## src/rtl/philv_sync_fifo.sv

```systemverilog
// Single-clock FIFO holding mismatch records; head word is visible combinationally on pop_data.
module philv_sync_fifo #(
  parameter int WIDTH = 8,
  parameter int DEPTH = 4
) (
  input  logic             clk,
  input  logic             rst,
  input  logic             push,
  input  logic [WIDTH-1:0] push_data,
  input  logic             pop,
  output logic [WIDTH-1:0] pop_data,
  output logic             full,
  output logic             empty
);

  localparam int AW = $clog2(DEPTH);

  logic [WIDTH-1:0] r_mem [DEPTH];
  logic [AW:0]      r_wr_ptr;
  logic [AW:0]      r_rd_ptr;
  logic             w_do_push;
  logic             w_do_pop;

  // Pointers carry one extra lap bit so full and empty are distinguishable.
  assign empty     = (r_wr_ptr == r_rd_ptr);
  assign full      = (r_wr_ptr[AW] != r_rd_ptr[AW]) &&
                     (r_wr_ptr[AW-1:0] == r_rd_ptr[AW-1:0]);
  assign w_do_push = push && !full;
  assign w_do_pop  = pop && !empty;
  assign pop_data  = r_mem[r_rd_ptr[AW-1:0]];

  // NOTE: sequential state uses <= so every flop samples pre-edge values regardless of block order.
  always_ff @(posedge clk or posedge rst) begin
    if (rst) begin
      r_wr_ptr <= '0;
      r_rd_ptr <= '0;
    end else begin
      if (w_do_push) r_wr_ptr <= r_wr_ptr + (AW+1)'(1);
      if (w_do_pop)  r_rd_ptr <= r_rd_ptr + (AW+1)'(1);
    end
  end

  // NOTE: storage has no reset; the pointers alone decide which entries are valid.
  always_ff @(posedge clk) begin
    if (w_do_push) r_mem[r_wr_ptr[AW-1:0]] <= push_data;
  end

endmodule

```

## config.mk

```make
export PLATFORM = sky130hd
export DESIGN_NAME = philv_sync_fifo
export DESIGN_NICKNAME = d
export VERILOG_FILES = /design/src/rtl/philv_sync_fifo.sv
export SDC_FILE = /design/constraint.sdc
export NUM_CORES = 1
export LEC_CHECK = 0
export CORE_MARGIN = 1.5
export CORE_UTILIZATION = 60
export DETAILED_ROUTE_END_ITERATION = 10
export DONT_BUFFER_PORTS = 1
export GPL_ROUTABILITY_DRIVEN = 0
export HOLD_SLACK_MARGIN = 0.15
export PLACE_DENSITY_LB_ADDON = 0.05
export SYNTH_ARGS = -nofsm -noshare
export SYNTH_HDL_FRONTEND = slang
export SYNTH_SLANG_ARGS = --single-unit
export TNS_END_PERCENT = 50
```

## constraint.sdc

```tcl
create_clock -name clk -period 2.4 [get_ports clk]
set_clock_uncertainty 0.1 [all_clocks]
set_input_delay 0.48 -clock clk [delete_from_list [all_inputs] [get_ports clk]]
set_output_delay 0.48 -clock clk [all_outputs]
set_load 0.01 [all_outputs]
```

==> impl_metrics.env <==
export IMPL_min_delay_start="push"
export IMPL_dpl_hpwl_mm=1.80
export IMPL_clockBufferDepth=2
export IMPL_core_rowCount=18
export IMPL_cts_hold_buf=9
export IMPL_dieArea_um2=3090
export IMPL_r2r_slack_ns=0.44
export IMPL_drc=0
export IMPL_cts_htree_levels=2
export IMPL_finalSetupViolCount=0
export IMPL_cts_tree="done"
export IMPL_path_clk_slew_ns=0.11
export IMPL_port_buffers=0
export IMPL_wl_per_cell_um=19.3
export IMPL_min_to="r_wr_ptr[0]"
export IMPL_max_slew_margin=0.551
export IMPL_grt_usage=0.201
export IMPL_cts_buffers_inserted=5
export IMPL_power_density_nw_per_um2=1240
export IMPL_io_pins=22
export IMPL_ys_types=25
export IMPL_synth_seq_cells=38
export IMPL_yosys_warnings=0
export IMPL_rsz0062_at_grt="no"
export IMPL_status="complete, no violations"
export IMPL_die_h_um=55.6
export IMPL_layout_common_cells="edfxtp_1, dlygate4sd3_1, dfrtp_1"
export IMPL_ctsResizeCount=0
export IMPL_crit_path_end_kind="output port"
export IMPL_grt_pass1_wl_mm=4.44
export IMPL_fmax_mhz=438
export IMPL_tns_ns=0
export IMPL_syn_area_um2=1660
export IMPL_r2r_cells=4
export IMPL_crit_arrival_ns=1.70
export IMPL_synthesis_nets=108
export IMPL_fin_crit_ns=2.28
export IMPL_syn_inst=91
export IMPL_fp_dieW_um=55.6
export IMPL_initial_core_util=0.651
export IMPL_worst_pin_slew_ns=0.671
export IMPL_maxSlewViolCount=0
export IMPL_area_growth_pct=14.3
export IMPL_critPathMaxFanout=8
export IMPL_drv_cap=0
export IMPL_r2r_start="r_rd_ptr[0]"
export IMPL_cts_setup_buffers=0
export IMPL_drt_pass1_iter_count=4
export IMPL_ant_nets=0
export IMPL_hold_viol=0
export IMPL_min_delay_path_class="in2reg"
export IMPL_vias_per_cell=5.99
export IMPL_crit_start="r_rd_ptr[0]"
export IMPL_crit_type="reg2out"
export IMPL_clk_latency_ns=0.34
export IMPL_yosysSeqAreaShare=0.670
export IMPL_grt_remaining_overflow=0
export IMPL_synth_area_per_cell_um2=18.2
export IMPL_grt_antenna_before_repair=0
export IMPL_drt_total_wl_mm=2.72
export IMPL_vdd_drop_max_v=0.00102
export IMPL_nets=127
export IMPL_initialDrtViolationCount=25
export IMPL_power_total_mw=2.34
export IMPL_required_ns=1.82
export IMPL_antenna_cells=0
export IMPL_start_kind="register"
export IMPL_grt_max_degree=14
export IMPL_fin_crit_sh=0.951
export IMPL_holdPathStages=2
export IMPL_rr_endpoint="r_mem[2][1]"
export IMPL_vias=844
export IMPL_clock_sinks=38
export IMPL_leakagePower_nw=0.694
export IMPL_mostFrequentLayoutCell="edfxtp_1"
export IMPL_core_area_um2=2540
export IMPL_drive_gt1_frac=0.162
export IMPL_ctsRootBufferMaster="clkbuf_4"
export IMPL_grt_pass1_vias=853
## worst max-delay path by stage
stage / to / slack (ns)
2_1_floorplan: pop_data[1] / 0.67
3_3_place_gp: pop_data[3] / 0.52
3_5_place_dp: r_mem[2][1] / 0.47
4_1_cts: pop_data[3] / 0.11
5_1_grt: full / 0.03
6_report: pop_data[3] / 0.12
## cell families after synthesis
family / Yosys count / synth area share
fa+ha+maj: 5 / 0.0377
compound gates: 13 / 0.0551
flops: 38 / 0.670
simple gates: 11 / 0.0392
buf+inv: 7 / 0.0211
mux: 8 / 0.120
xor+xnor: 9 / 0.0566
## state kept, by name (all words and copies together), names as in the netlist
name      count
r_rd_ptr      3
r_mem        32
r_wr_ptr      3
## critical path: stages, from the launching register on
cell,delay (ns)
dfrtp_1,0.54
buf_12,0.18
mux4_1,0.63
## area by class of cell
type	count	area, µm²
clock buffer	7	45.0
clock inverter	1	30.0
fill	151	651
inverter	5	18.8
multi-input combinational	46	512
sequential	38	1110
tap	30	37.5
timing repair buffer	14	140
## power by group
group	switching (mW)	leakage [nW]	total, mW	internal, mW
Combinational	0.507	0.290	0.910	0.403
Sequential	0.119	0.365	1.01	0.890
Clock	0.202	0.0395	0.423	0.221
## cell usage after synthesis, drive strengths merged
cell type | count | area, µm²
a211oi | 2 | 15.0
and3 | 3 | 18.8
and2 | 1 | 6.26
ha | 5 | 62.6
dfrtp | 6 | 150
nor3 | 1 | 5.00
buf | 2 | 16.3
o31ai | 4 | 30.0
xor2 | 4 | 50.1
edfxtp | 32 | 961
mux4 | 8 | 199
inv | 5 | 18.8
a21oi | 4 | 20.0
nand2b | 2 | 12.5
nand3 | 2 | 15.0
a21o | 1 | 7.51
nor2 | 1 | 3.75
a31oi | 2 | 18.8
nand2 | 1 | 3.75
xnor2 | 5 | 43.8
## routing by layer
| metal | GRT usage | up-vias | wire (µm) |
|---|---|---|---|
| met4 | 0.0627 | 0 | 36 |
| li1 | - | 393 | - |
| met5 | 0 | - | 0 |
| met1 | 0.269 | 423 | 1140 |
| met2 | 0.313 | 23 | 1380 |
| met3 | 0.0703 | 5 | 165 |
## stage by stage
step                worst slack, ns  std cells  hold slack (ns)  cell area [µm²]   util
finish                        0.119        141            0.188             1890  0.744
global route                 0.0279        141            0.198             1890  0.744
CTS                           0.111        141            0.194             1890  0.744
detailed placement            0.472        124            0.200             1730  0.679
global placement              0.521        124            0.200             1730  0.679
floorplan                     0.665         91            0.171             1660      -
No activity file was read; power rests on OpenSTA's default activity.
